$ cat src/rtl/systolic_pkg.sv
`default_nettype none
// ============================================================================
// Module      : systolic_pkg
// Description : Shared definitions for the systolic matrix-multiplication
//               array: default widths, operand mode encodings and helpers
//               that build saturation limits for an arbitrary width.
// Revision    : 1.0 - initial release
// ============================================================================
package systolic_pkg;

    localparam int DEFAULT_DATA_WIDTH = 16;
    localparam int DEFAULT_ACC_WIDTH  = 40;

    // Widest value the limit helpers can describe; callers slice the
    // low ACC_WIDTH bits out of the returned vector.
    localparam int LIMIT_WIDTH = 128;

    localparam logic MODE_UNSIGNED = 1'b0;
    localparam logic MODE_SIGNED   = 1'b1;

    // Largest two's-complement value of the given width: 0111...1
    function automatic logic [LIMIT_WIDTH-1:0] signed_max(input int width);
        logic [LIMIT_WIDTH-1:0] v;
        v = '0;
        for (int i = 0; i < LIMIT_WIDTH; i++) begin
            if (i < width - 1) begin
                v[i] = 1'b1;
            end
        end
        return v;
    endfunction

    // Most negative two's-complement value of the given width: 1000...0
    function automatic logic [LIMIT_WIDTH-1:0] signed_min(input int width);
        logic [LIMIT_WIDTH-1:0] v;
        v = '0;
        for (int i = 0; i < LIMIT_WIDTH; i++) begin
            if (i == width - 1) begin
                v[i] = 1'b1;
            end
        end
        return v;
    endfunction

    // Largest unsigned value of the given width: 1111...1
    function automatic logic [LIMIT_WIDTH-1:0] unsigned_max(input int width);
        logic [LIMIT_WIDTH-1:0] v;
        v = '0;
        for (int i = 0; i < LIMIT_WIDTH; i++) begin
            if (i < width) begin
                v[i] = 1'b1;
            end
        end
        return v;
    endfunction

endpackage
`default_nettype wire

$ cat src/rtl/sat_accum_add.sv
`default_nettype none
// ============================================================================
// Module      : sat_accum_add
// Description : Combinational accumulator adder with signed/unsigned overflow
//               detection and optional clamping to the representable range.
// Ports       : acc, product  - addends (ACC_WIDTH)
//               sign_mode     - 1 = two's complement, 0 = unsigned
//               sat_en        - 1 = clamp on overflow, 0 = wrap
//               sum           - result (ACC_WIDTH)
//               overflow      - addition overflowed in the selected mode
// Revision    : 1.0 - initial release
// ============================================================================
module sat_accum_add
    import systolic_pkg::*;
#(
    parameter int ACC_WIDTH = DEFAULT_ACC_WIDTH
) (
    input  logic [ACC_WIDTH-1:0] acc,
    input  logic [ACC_WIDTH-1:0] product,
    input  logic                 sign_mode,
    input  logic                 sat_en,
    output logic [ACC_WIDTH-1:0] sum,
    output logic                 overflow
);

    localparam logic [LIMIT_WIDTH-1:0] c_smax_full = signed_max(ACC_WIDTH);
    localparam logic [LIMIT_WIDTH-1:0] c_smin_full = signed_min(ACC_WIDTH);
    localparam logic [LIMIT_WIDTH-1:0] c_umax_full = unsigned_max(ACC_WIDTH);
    localparam logic [ACC_WIDTH-1:0]   c_smax      = c_smax_full[ACC_WIDTH-1:0];
    localparam logic [ACC_WIDTH-1:0]   c_smin      = c_smin_full[ACC_WIDTH-1:0];
    localparam logic [ACC_WIDTH-1:0]   c_umax      = c_umax_full[ACC_WIDTH-1:0];

    logic [ACC_WIDTH:0] w_raw;
    logic               w_signed_ovf;
    logic               w_unsigned_ovf;

    // One extra bit captures the unsigned carry out.
    assign w_raw = {1'b0, acc} + {1'b0, product};

    assign w_signed_ovf   = (acc[ACC_WIDTH-1] == product[ACC_WIDTH-1]) &&
                            (w_raw[ACC_WIDTH-1] != acc[ACC_WIDTH-1]);
    assign w_unsigned_ovf = w_raw[ACC_WIDTH];

    always_comb begin
        overflow = (sign_mode == MODE_SIGNED) ? w_signed_ovf : w_unsigned_ovf;
        sum      = w_raw[ACC_WIDTH-1:0];
        if (overflow && sat_en) begin
            if (sign_mode == MODE_SIGNED) begin
                // Signed overflow only happens with equal-sign addends, so the
                // accumulator's sign tells which rail was crossed.
                sum = acc[ACC_WIDTH-1] ? c_smin : c_smax;
            end else begin
                sum = c_umax;
            end
        end
    end

endmodule
`default_nettype wire

$ cat src/rtl/systolic_mac_pe.sv
`default_nettype none
// ============================================================================
// Module      : systolic_mac_pe
// Description : Systolic-array processing element. Multiplies the left and up
//               operands, accumulates into a wide (optionally saturating)
//               accumulator and forwards both operands right/down.
// Ports       : clk_i, rst_i (sync, active-high), start_i (new product)
//               valid_i, signed_i, sat_en_i, left_operand_i, up_operand_i
//               right_operand_o, down_operand_o, valid_o (forwarded, 1 cycle)
//               res_o (accumulator), overflow_o (sticky)
// Revision    : 1.0 - initial release
// ============================================================================
module systolic_mac_pe
    import systolic_pkg::*;
#(
    parameter int DATA_WIDTH = DEFAULT_DATA_WIDTH,
    parameter int ACC_WIDTH  = DEFAULT_ACC_WIDTH,
    parameter int MUL_PIPE   = 1
) (
    input  logic                  clk_i,
    input  logic                  rst_i,
    input  logic                  start_i,
    input  logic                  valid_i,
    input  logic                  signed_i,
    input  logic                  sat_en_i,
    input  logic [DATA_WIDTH-1:0] left_operand_i,
    input  logic [DATA_WIDTH-1:0] up_operand_i,
    output logic [DATA_WIDTH-1:0] right_operand_o,
    output logic [DATA_WIDTH-1:0] down_operand_o,
    output logic                  valid_o,
    output logic [ACC_WIDTH-1:0]  res_o,
    output logic                  overflow_o
);

    localparam int PROD_WIDTH = 2 * DATA_WIDTH;

    if (ACC_WIDTH < PROD_WIDTH) begin : g_param_check
        $error("systolic_mac_pe: ACC_WIDTH must be at least 2*DATA_WIDTH");
    end

    logic signed [PROD_WIDTH-1:0] w_prod_s;
    logic        [PROD_WIDTH-1:0] w_prod_u;
    logic signed [ACC_WIDTH-1:0]  w_ext_s;
    logic        [ACC_WIDTH-1:0]  w_ext_u;
    logic        [ACC_WIDTH-1:0]  w_prod_ext;

    logic                 w_add_valid;
    logic                 w_add_sign;
    logic                 w_add_sat;
    logic [ACC_WIDTH-1:0] w_add_prod;
    logic [ACC_WIDTH-1:0] w_sum;
    logic                 w_sum_ovf;

    logic [ACC_WIDTH-1:0]  r_acc;
    logic                  r_ovf;
    logic                  r_valid;
    logic [DATA_WIDTH-1:0] r_right;
    logic [DATA_WIDTH-1:0] r_down;

    // Operands widened to the product width before multiplying so the full
    // product is kept; the signed path sign-extends, the unsigned one zero-extends.
    assign w_prod_s = PROD_WIDTH'($signed(left_operand_i)) * PROD_WIDTH'($signed(up_operand_i));
    assign w_prod_u = PROD_WIDTH'(left_operand_i) * PROD_WIDTH'(up_operand_i);
    assign w_ext_s  = ACC_WIDTH'(w_prod_s);
    assign w_ext_u  = ACC_WIDTH'(w_prod_u);
    assign w_prod_ext = (signed_i == MODE_SIGNED) ? w_ext_s : w_ext_u;

    if (MUL_PIPE != 0) begin : g_mul_pipe
        logic                 r_stage_valid;
        logic                 r_stage_sign;
        logic                 r_stage_sat;
        logic [ACC_WIDTH-1:0] r_stage_prod;

        // Mode bits ride along with the product so a later mode change
        // cannot alter a product already in this stage.
        always_ff @(posedge clk_i) begin
            if (rst_i || start_i) begin
                r_stage_valid <= 1'b0;
                r_stage_sign  <= 1'b0;
                r_stage_sat   <= 1'b0;
                r_stage_prod  <= '0;
            end else begin
                r_stage_valid <= valid_i;
                if (valid_i) begin
                    r_stage_sign <= signed_i;
                    r_stage_sat  <= sat_en_i;
                    r_stage_prod <= w_prod_ext;
                end
            end
        end

        assign w_add_valid = r_stage_valid;
        assign w_add_sign  = r_stage_sign;
        assign w_add_sat   = r_stage_sat;
        assign w_add_prod  = r_stage_prod;
    end else begin : g_mul_comb
        assign w_add_valid = valid_i;
        assign w_add_sign  = signed_i;
        assign w_add_sat   = sat_en_i;
        assign w_add_prod  = w_prod_ext;
    end

    sat_accum_add #(
        .ACC_WIDTH (ACC_WIDTH)
    ) u_sat_accum_add (
        .acc       (r_acc),
        .product   (w_add_prod),
        .sign_mode (w_add_sign),
        .sat_en    (w_add_sat),
        .sum       (w_sum),
        .overflow  (w_sum_ovf)
    );

    // start_i outranks any product arriving at the adder this cycle.
    always_ff @(posedge clk_i) begin
        if (rst_i || start_i) begin
            r_acc <= '0;
            r_ovf <= 1'b0;
        end else if (w_add_valid) begin
            r_acc <= w_sum;
            r_ovf <= r_ovf | w_sum_ovf;
        end
    end

    // Operands are only captured with valid_i so neighbours see stable data
    // across bubbles; start_i drops operands presented with it.
    always_ff @(posedge clk_i) begin
        if (rst_i || start_i) begin
            r_valid <= 1'b0;
            r_right <= '0;
            r_down  <= '0;
        end else begin
            r_valid <= valid_i;
            if (valid_i) begin
                r_right <= left_operand_i;
                r_down  <= up_operand_i;
            end
        end
    end

    assign right_operand_o = r_right;
    assign down_operand_o  = r_down;
    assign valid_o         = r_valid;
    assign res_o           = r_acc;
    assign overflow_o      = r_ovf;

endmodule
`default_nettype wire

$ cat config.mk
export PLATFORM = sky130hd
export DESIGN_NAME = systolic_mac_pe
export DESIGN_NICKNAME = d
export VERILOG_FILES = /design/src/rtl/systolic_pkg.sv /design/src/rtl/sat_accum_add.sv /design/src/rtl/systolic_mac_pe.sv
export SDC_FILE = /design/constraint.sdc
export NUM_CORES = 1
export LEC_CHECK = 0
export CORE_AREA = 2 2 215 217
export CTS_BUF_LIST = sky130_fd_sc_hd__clkbuf_16
export DETAILED_ROUTE_END_ITERATION = 16
export DIE_AREA = 0 0 217 219
export GPL_TIMING_DRIVEN = 0
export PLACE_DENSITY = 0.72
export SLEW_MARGIN = 20
export SYNTH_ARGS = -nofsm -noshare
export SYNTH_HDL_FRONTEND = slang
export SYNTH_HIERARCHICAL = 1
export SYNTH_SLANG_ARGS = --single-unit
$ cat constraint.sdc
create_clock -name clk_i -period 7.3 [get_ports clk_i]
set_input_delay 1.095 -clock clk_i [delete_from_list [all_inputs] [get_ports clk_i]]
set_output_delay 1.095 -clock clk_i [all_outputs]
set_load 0.02 [all_outputs]
Word level (Yosys, flattened, before mapping). Cells that the tools add are included.

Output and inout bits: 74. Word-level logic and storage cells: 22. Input bits: 38. Flip-flop bits (word level): 116.

$add $sub $neg: 1. Bitwise logic cells: 1. Multipliers: 2. Reduce and logical (&&, ||, !) cells: 3. Equal/unequal tests: 2. Multiplexer cells: 5.

Operator list (count): 40-bit two-way mux (4); 16-bit by 16-bit multiplier with 32-bit output (2); 40-bit by 40-bit adder with 41-bit output (1); 1-bit logical AND (2); 1-bit == test (1); 1-bit logical OR (1); 1-bit two-way mux (1); 1-bit != test (1); 1-bit bitwise OR (1).

Depth between registers and ports, before layout. Gate-level depths: netlist of run 1.

Word-level depth: 6. Depth in mapped cells: 26. Gate-level depth less buffers: 24.

Hierarchy. The synthesis of run 1 kept the hierarchy.

By module, submodules not included: systolic_mac_pe (times used 1, area each 18532.8 um^2, cells an instance 2027, seq. area each 2182.1 um^2); sat_accum_add (times used 1, area each 2990.4 um^2, cells an instance 426, seq. area each 0.0 um^2).

Worst setup path after synthesis of run 1. No wires, ideal clock.

Path kind: input-to-reg. Start: input port up_operand_i[1]. End: register g_mul_pipe.r_stage_prod[25]. Path slack: 0.398 ns. Arrival time: 6.798 ns. Buffers on the path: 2. Stages: 22. Library setup time: 0.103 ns. Required time: 7.197 ns. Cell sequence: clkbuf_1 nand2_1 inv_1 fa_1 inv_1 fa_1 inv_1 fa_1 fa_1 fa_1 inv_1 fa_1 inv_1 ha_1 clkbuf_1 a21o_1 a21o_1 or3_1 o221ai_1 o21ai_0 xnor2_1 a2111oi_2.

Cells in the longest elaborated chain, start to end: 2. Elaborated cells on any way between the ends: 3. Classes of those cells: 2 x mul; 1 x mux.

RTL lines: start, declared (line systolic_mac_pe.sv:27) `input logic [DATA_WIDTH-1:0] up_operand_i,`; 16-bit by 16-bit multiplier with 32-bit output, on equally long branches (line systolic_mac_pe.sv:63, systolic_mac_pe.sv:62); 40-bit two-way mux (*) (line systolic_mac_pe.sv:66) `assign w_prod_ext = (signed_i == MODE_SIGNED) ? w_ext_s : w_ext_u;`; end signal, assigned (line systolic_mac_pe.sv:87) `r_stage_prod <= w_prod_ext;`; end, declared (line systolic_mac_pe.sv:72) `logic [ACC_WIDTH-1:0] r_stage_prod;`.

Mark *: on every way between the ends. The rest lies on a longest branch, timed or not. A chain may end at the register's enable or synchronous reset.

Worst setup path after layout of run 1.
Start: input port left_operand_i[5]. End: register g_mul_pipe.r_stage_prod[31].

Cells in the longest elaborated chain, start to end: 2. Elaborated cells on any way between the ends: 3. Classes of those cells: 2 x mul; 1 x mux.

RTL lines: start, declared (line systolic_mac_pe.sv:26) `input logic [DATA_WIDTH-1:0] left_operand_i,`; 16-bit by 16-bit multiplier with 32-bit output, on equally long branches (line systolic_mac_pe.sv:63, systolic_mac_pe.sv:62); 40-bit two-way mux (*) (line systolic_mac_pe.sv:66).

Marked as above.

==> impl_metrics.tcl, run 1 <==
set metrics [dict create \
    status "finished clean" \
    synth_cells 2453 \
    critPathKind "in -> reg" \
    gr-total-overflow 0 \
    numCtsBuffers 9 \
    firstDrtPassIters 7 \
    min_delay_path_depth 2 \
    maxCapViolations 0 \
    core_area_sq_um 45100 \
    dpl_cell_area_sq_um 23300 \
    met3_usage 0.0452 \
    use_met1 0.358 \
    portBuffers 106 \
    clkTransAtPathRegs_ns 0.08 \
    synth-edff-count 0 \
    synth_xor_area_frac 0.0383 \
    r2r_start "g_mul_pipe.r_stage_prod[0]" \
    nets 3176 \
    yosys.cell_types.count 85 \
    synth_area_sq_um 21500 \
    utilization 0.528 \
    die_h_um 219 \
    dr_total_vias 17588 \
    rr_endpoint "res_o[35]" \
    synth_area_leaders "fa_1, ha_1, dfxtp_1" \
    synthAdderAreaFrac 0.453 \
    die_x_um 217 \
    wl_mm 63.5 \
    grt_max_degree 19 \
    hold_path_class "reg -> reg" \
    slowest_delay_ns 0.59 \
    ys_seq_area_frac 0.101 \
    grt-busiest-layer "met2" \
    antenna_found_initial 2 \
    gp_congestion 0.954 \
    ys.flop_type "dfxtp_1" \
    synthArstFlopShare 0 \
    viasPerCell 5.52 \
    finalClockSkew_ns 0.0143 \
    path_delay_family "adder cells" \
    fill_cells 4261 \
    synth.most_common_cell "inv_1" \
    clockBufferDepth 2 \
    grt_first_pass_wirelength_mm 99.8 \
    final.min_clock_period_ns 7.09 \
    synth_compound_area_frac 0.122 \
    worstHoldStart "g_mul_pipe.r_stage_prod[7]" \
    relSlewSlack 0.242 \
    hold_path_end "g_mul_pipe.r_stage_prod[7]" \
    fin_area_sq_um 23800 \
    final-hold-violation-count 0 \
    synth_nets 3050 \
    drive_gt1_frac 0.0658 \
    cp_cell_sequence "clkdlybuf4s15_2, buf_4, nand2_1, fa_1, inv_1, fa_1, fa_1, inv_1, fa_1, inv_1, fa_1, inv_1, fa_1, inv_1, ha_1, and2_1, a221o_1, a21oi_1, a21oi_2, o21ai_2, o21ai_1, xnor2_1, and3_1, a221o_1" \
    setup.worst_path.end_class "flip-flop" \
    setup_viol 0 \
    ios 112 \
    reg2reg_slack_ns 3.79 \
    ys_ff_latch 109 \
    worstSkewPairLatency_ns 0.39 \
    grtUsageMet2 0.460 \
    initial_utilization 0.477 \
    worstPathArrival_ns 7.36 \
    cp_common_cell "fa_1" \
    drt_iter0_markers 1421 \
    post_drt_wl_per_cell_um 19.9 \
    worstMarginPinSlew_ns 1.14 \
    critPathRequiredTime_ns 7.57 \
    synth_common_cells "inv_1, fa_1, nand2_1, ha_1, nor2_1" \
    synth_area_leader_cell "fa_1" \
    cts_tree "built" \
    grt_usage 0.273 \
    max_freq_ghz 0.141 \
    cp_max_fo 10 \
    yosys_warnings 6 \
    die_area_sq_um 47500 \
    cts_max_level 3 \
    synthToLayoutAreaGrowth_pct 10.5 \
    avgSynthCellArea_sq_um 8.77 \
    dpl.hpwl_mm 53.5 \
    crit_buf_inv 7 \
    critPathLaunchType "input port" \
    synthMuxAreaShare 0.0402 \
    synth_top_family_by_area "adder cells" \
    yosys.area_share.simple 0.139 \
    fin_crit_sh 0.971 \
    synth.top_cell.area_share 0.341 \
    cts-root-buf "clkbuf_16" \
    grt_pass1_vias 18163 \
    drc 0 \
    worstRegToRegCells 14 \
    ant_nets 0 \
    slew_violations 0 \
    row_count 78 \
    cts_sinks 109 \
    crit_path_top_delay_cell "fa_1" \
]
## through the flow
stage | std cells | hold WS (ns) | setup slack, ns | setup TNS (ns)
after floorplan | 2453 | 0.450 | 0.398 | 0
after global placement | 3159 | 0.473 | -1.51 | -18.55
after detailed placement | 3159 | 0.485 | -1.49 | -19.65
after CTS | 3176 | 0.498 | 0.00663 | 0
after global routing | 3184 | 0.533 | -0.0106 | -0.0106
final | 3185 | 0.498 | 0.213 | 0
## cell usage in the layout, fill, tap and decap left out, drive strengths merged, types with 21 or more instances in the layout
master / instances
a21o: 24
a21oi: 111
and2: 125
buf: 62
clkbuf: 76
clkdlybuf4s50: 78
dfxtp: 109
fa: 367
ha: 192
inv: 489
mux2i: 85
nand2: 217
nand3: 30
nand4: 21
nor2: 162
o21ai: 123
xnor2: 59
xor2: 35
## worst max path at each step
stage                       startpoint                     endpoint  slack (ns)  depth (start not counted)
floorplan              up_operand_i[1]  g_mul_pipe.r_stage_prod[25]        0.40                         22
global placement    left_operand_i[15]  g_mul_pipe.r_stage_prod[30]       -1.51                         22
detailed placement  left_operand_i[15]  g_mul_pipe.r_stage_prod[30]       -1.49                         22
CTS                    up_operand_i[6]  g_mul_pipe.r_stage_prod[31]       0.007                         25
global route        left_operand_i[15]  g_mul_pipe.r_stage_prod[31]       -0.01                         23
finish               left_operand_i[5]  g_mul_pipe.r_stage_prod[31]        0.21                         24
## what timing repair did
item                       4_1_cts  5_1_grt
setup buffers                    2        8
resized for setup              105       93
hold buffers                     0        0
setup endpoints to repair       20       14
pin swaps                        1        3
## tightest hold or removal path: cells and delay by family (launching register included)
kind | cells | cell delay, ns
compound gates | 1 | 0.05
flops | 1 | 0.32
simple gates | 1 | 0.08
## layout make-up
type,instances,area [sq um],area share
multi-input combinational,1759,17100,0.718
sequential,109,2180,0.0917
inverter,487,1830,0.0770
timing repair buffer,116,1040,0.0438
tap,600,751,0.0316
buffer,97,573,0.0241
clock buffer,9,225,0.00947
clock inverter,7,97.6,0.00410
antenna,1,2.50,0.000105
## registers in the layout, indices dropped and copies added, names as in the netlist
register and cells:
g_mul_pipe.r_stage_prod 33, overflow_o 1, g_mul_pipe.r_stage_sign 1, g_mul_pipe.r_stage_sat 1
right_operand_o 16, res_o 40, down_operand_o 16, valid_o 1
## kinds of logic (layout without fill, tap and decap cells)
logic type      Yosys count  after routing
other cells               0              1
xor+xnor                 94             94
buf+inv                 585            716
compound gates          390            390
flops                   109            109
fa+ha+maj               559            559
mux                      86             86
simple gates            630            630
## routing by layer
metal / part of all wire / wire length (um)
met1: 0.42 / 26700
met4: 0.032 / 2050
met5: 0.0014 / 92
met3: 0.064 / 4080
met2: 0.48 / 30600
Power of run 1 is left out: the tool's default activity adds up to more than one toggle a clock period on the data nets, which glitch-free logic cannot reach.
==> inputs of run 2 (changes only) <==
--- a/config.mk
+++ b/config.mk
@@ -5,12 +5,14 @@
 export SDC_FILE = /design/constraint.sdc
 export NUM_CORES = 1
 export LEC_CHECK = 0
+export ABC_CLOCK_PERIOD_IN_PS = 7300
 export CORE_AREA = 2 2 215 217
 export CTS_BUF_LIST = sky130_fd_sc_hd__clkbuf_16
 export DETAILED_ROUTE_END_ITERATION = 16
 export DIE_AREA = 0 0 217 219
+export GPL_ROUTABILITY_DRIVEN = 0
 export GPL_TIMING_DRIVEN = 0
-export PLACE_DENSITY = 0.72
+export PLACE_DENSITY = 0.68
 export SLEW_MARGIN = 20
 export SYNTH_ARGS = -nofsm -noshare
 export SYNTH_HDL_FRONTEND = slang
==> impl_metrics.tcl, run 2 (synthesis gave the netlist of run 1 again) <==
set metrics [dict create \
    ant_nets 0 \
    grt_first_pass_wirelength_mm 98.0 \
    dpl.cell_count 3159 \
    fin_ws_ns 0.167 \
    place_ws_ns -1.49 \
    wl_mm 62.1 \
    setup.worst_path.end_class "flip-flop" \
    worstHoldStart "g_mul_pipe.r_stage_prod[4]" \
    post_drt_wl_per_cell_um 19.5 \
    final.min_clock_period_ns 7.13 \
    cts_sinks 109 \
    relSlewSlack 0.275 \
    hold_path_class "reg -> reg" \
    maxCapViolations 0 \
    cp_max_fo 10 \
    worstRegToRegCells 14 \
    reg2reg_slack_ns 3.83 \
    cp_cell_sequence "clkdlybuf4s15_2, clkbuf_8, and2_1, fa_2, inv_1, fa_1, inv_1, fa_1, fa_1, fa_1, inv_1, fa_1, inv_1, ha_1, clkbuf_1, a21o_1, a21o_1, or3_1, o221ai_2, o21ai_0, xnor2_1, a2111oi_2" \
    finalClockSkew_ns 0.0137 \
    cts-root-buf "clkbuf_16" \
    antenna_found_initial 1 \
    worstSkewPairLatency_ns 0.40 \
    grt_pass1_vias 17827 \
    hold_path_end "g_mul_pipe.r_stage_prod[4]" \
    rr_endpoint "res_o[18]" \
    clkTransAtPathRegs_ns 0.09 \
    multi_input_area_sq_um 17100 \
    row_count 78 \
    path_delay_family "adder cells" \
    r2r_start "g_mul_pipe.r_stage_prod[0]" \
    drc 0 \
    cp_common_cell "fa_1" \
    core_area_sq_um 45100 \
    largest_reg_flops 40 \
    fin_crit_sh 0.977 \
    min_delay_path_depth 2 \
    finalNonFillerCells 3178 \
    cts_hold_buf 0 \
    portBuffers 106 \
    die_h_um 219 \
    initial_utilization 0.477 \
    critPathLaunchType "input port" \
    cts_max_level 3 \
    crit_path_top_delay_cell "fa_2" \
    clockBufferDepth 2 \
    slew_violations 0 \
    viasPerCell 5.49 \
    gr-total-overflow 0 \
    dpl.hpwl_mm 52.5 \
    layout_common_cells "inv_1, fa_1, nand2_1" \
    nets 3170 \
    setup_viol 0 \
    die_x_um 217 \
    grt_max_degree 23 \
    worstPathArrival_ns 7.43 \
    ios 112 \
    final_common_cell "inv_1" \
    status "finished clean" \
    antenna_cells 0 \
    numCtsBuffers 9 \
    regArea_sq_um 2180 \
    drive_gt1_frac 0.0648 \
    slowest_delay_ns 0.60 \
    dr_total_vias 17454 \
    synthToLayoutAreaGrowth_pct 10.4 \
    critPathRequiredTime_ns 7.60 \
    crit_buf_inv 7 \
    max_freq_ghz 0.140 \
    fill_cells 4201 \
    grt_usage 0.269 \
    critPathKind "in -> reg" \
    timing.hold.ws_ns 0.499 \
    firstDrtPassIters 5 \
    drt_iter0_markers 1175 \
    worstMarginPinSlew_ns 1.09 \
    cts_tree "built" \
    die_area_sq_um 47500 \
    final-hold-violation-count 0 \
]
-- run 2: per-layer routing --
layer	up-vias	routed length, um	track usage
met2	626	29400	0.445
met1	8705	26200	0.360
met4	0	1930	0.0870
met5	-	0	0
met3	110	4560	0.0445
li1	8013	-	-
-- run 2: timing repair --
item | 4_1_cts | 5_1_grt
pin swaps | 0 | 3
gates resized for setup | 103 | 72
buffers inserted | 0 | 6
setup endpoints to repair | 21 | 15
-- run 2: worst max-delay path by stage --
stage	from	endpoint	slack, ns	cells after the start
5_1_grt	left_operand_i[15]	g_mul_pipe.r_stage_prod[31]	-0.04	24
6_report	left_operand_i[15]	g_mul_pipe.r_stage_prod[25]	0.17	22
3_5_place_dp	left_operand_i[15]	g_mul_pipe.r_stage_prod[30]	-1.49	22
4_1_cts	up_operand_i[8]	g_mul_pipe.r_stage_prod[31]	0.002	24
2_1_floorplan	up_operand_i[1]	g_mul_pipe.r_stage_prod[25]	0.40	22
3_3_place_gp	left_operand_i[15]	g_mul_pipe.r_stage_prod[30]	-1.43	22
-- run 2: layout make-up --
cell class / instances / share of cell area
inverters: 487 / 0.0771
repair buffers: 112 / 0.0445
flip-flops and latches: 109 / 0.0918
plain buffers: 95 / 0.0233
clock buffers: 9 / 0.00948
multi-input cells: 1759 / 0.719
clock inverters: 7 / 0.00374
well taps: 600 / 0.0316
-- run 2: worst register-to-register path, delay by kind of cell, from the launching register on --
kind / cells / cell delay (ns)
simple gates: 4 / 0.84
mux: 1 / 0.11
fa+ha+maj: 2 / 0.59
buf+inv: 2 / 0.38
compound gates: 5 / 1.09
flops: 1 / 0.38
-- run 2: through the flow --
step	util	setup TNS (ns)	instance area (sq um)
floorplan	-	0	21500
global placement	0.518	-19.83	23300
detailed placement	0.518	-20.56	23300
CTS	0.526	0	23700
global route	0.527	-0.0662	23800
finish	0.527	0	23800
Power of run 2 is left out for the same reason.
==> inputs of run 3 (changes only) <==
--- a/config.mk
+++ b/config.mk
@@ -13,6 +13,7 @@
 export GPL_ROUTABILITY_DRIVEN = 0
 export GPL_TIMING_DRIVEN = 0
 export PLACE_DENSITY = 0.68
+export SETUP_SLACK_MARGIN = 0.3
 export SLEW_MARGIN = 20
 export SYNTH_ARGS = -nofsm -noshare
 export SYNTH_HDL_FRONTEND = slang
==> impl_metrics.tcl, run 3 (synthesis gave the netlist of run 1 again) <==
set metrics [dict create \
    status "finished clean" \
    cts_max_level 3 \
    cts_tree "built" \
    fin_area_sq_um 23900 \
    die_area_sq_um 47500 \
    cts_sinks 109 \
    crit_path_top_delay_cell "fa_1" \
    drt_iter0_markers 1310 \
    grt_first_pass_wirelength_mm 98.6 \
    initial_utilization 0.477 \
    final.min_clock_period_ns 6.92 \
    firstDrtPassIters 5 \
    ios 112 \
    wl_met1_mm 26.5 \
    gr-total-overflow 0 \
    max_freq_ghz 0.144 \
    setup.worst_path.end_class "flip-flop" \
    cts-root-buf "clkbuf_16" \
    antenna_found_initial 2 \
    rsz0062_at_grt "true" \
    drive_gt1_frac 0.0728 \
    hold_path_class "reg -> reg" \
    worstSkewPairLatency_ns 0.40 \
    path_delay_family "adder cells" \
    dpl_cell_area_sq_um 23300 \
    wl_met2_mm 29.4 \
    row_count 78 \
    worstPathArrival_ns 7.21 \
    fin_crit_sh 0.948 \
    worstMarginPinSlew_ns 1.09 \
    clkTransAtPathRegs_ns 0.08 \
    post_drt_wl_per_cell_um 19.6 \
    layout_common_cells "inv_1, fa_1, nand2_1" \
    nets 3175 \
    cp_common_cell "fa_1" \
    critPathLaunchType "input port" \
    top_layer_used "met4" \
    maxCapViolations 0 \
    portBuffers 106 \
    cp_cell_sequence "clkdlybuf4s15_2, buf_4, nand2_1, fa_1, inv_1, fa_1, fa_1, inv_1, fa_1, inv_1, fa_1, inv_1, fa_1, inv_1, ha_1, and2_1, a221o_1, a21oi_2, a21oi_2, o21ai_2, o21ai_1, xnor2_1, and3_1, a221o_1" \
    slowest_delay_ns 0.61 \
    critPathKind "in -> reg" \
    grt_pass1_vias 17895 \
    largest_reg_flops 40 \
    slew_violations 0 \
    cp_max_fo 10 \
    die_h_um 219 \
    finalClockSkew_ns 0.0137 \
    antenna_cells 0 \
    ant_nets 0 \
    die_x_um 217 \
    final_common_cell "inv_1" \
    dpl.hpwl_mm 52.5 \
    core_area_sq_um 45100 \
    clockBufferDepth 2 \
    relSlewSlack 0.270 \
    wl_mm 62.4 \
    setup_viol 0 \
    grt_usage 0.271 \
    drc 0 \
    critPathRequiredTime_ns 7.58 \
    viasPerCell 5.48 \
    cts_hold_buf 0 \
    dr_total_vias 17435 \
    final-hold-violation-count 0 \
    routed-wl-met3_mm 4.33 \
    crit_buf_inv 7 \
    numCtsBuffers 9 \
    synthToLayoutAreaGrowth_pct 11.1 \
    grt_max_degree 23 \
]
==> run 3: cell count changes in the layout (fill, tap and decap cells not counted), moves of 3 or more <==
cell	delta
clkbuf_4	+9
buf_4	+5
clkbuf_2	-10
clkbuf_1	-3
a21oi_2	+3
a21oi_1	-3
buf_2	-4
clkbuf_8	+6
buf_6	+5
==> run 3: timing repair <==
action,CTS,global route
gates resized for setup,178,85
buffers inserted,7,1
endpoints found under the setup margin,22,15
pin swaps,3,2
==> run 3: worst paths after layout <==
check / startpoint / end / slack (ns) / cells after the start
worst max-delay path: left_operand_i[4] / g_mul_pipe.r_stage_prod[31] / 0.38 / 24
worst max register to register: g_mul_pipe.r_stage_prod[0] / res_o[18] / 3.84 / 14
worst min register to register: down_operand_o[15] / down_operand_o[15] / 0.50 / 2
worst min-delay path: down_operand_o[15] / down_operand_o[15] / 0.50 / 2
==> run 3: tightest hold or removal path, stage by stage, from the launching register on <==
cell and delay (ns):
dfxtp_1 0.33, mux2i_1 0.06, nor2_1 0.07
==> run 3: per-layer routing <==
metal  track usage  vias up
met4        0.0918        0
met3        0.0416      113
met5             0        -
met1         0.363     8673
li1              -     8031
met2         0.447      618
==> run 3: metrics by stage <==
step	setup slack (ns)	instances	hold WS, ns	TNS, ns	utilization
4_1_cts	0.303	3182	0.499	0	0.529
5_1_grt	0.159	3183	0.518	0	0.531
6_report	0.378	3183	0.501	0	0.531
2_1_floorplan	0.398	2453	0.450	0	-
3_5_place_dp	-1.49	3159	0.479	-20.56	0.518
3_3_place_gp	-1.43	3159	0.472	-19.83	0.518
==> run 3: final cells by class <==
cell class	count	area, sq um
fill	4185	21200
multi-input combinational	1759	17100
sequential	109	2180
clock inverter	7	88.8
clock buffer	9	225
inverter	487	1830
timing repair buffer	114	1060
buffer	98	678
tap	600	751
Power of run 3 is left out for the same reason.
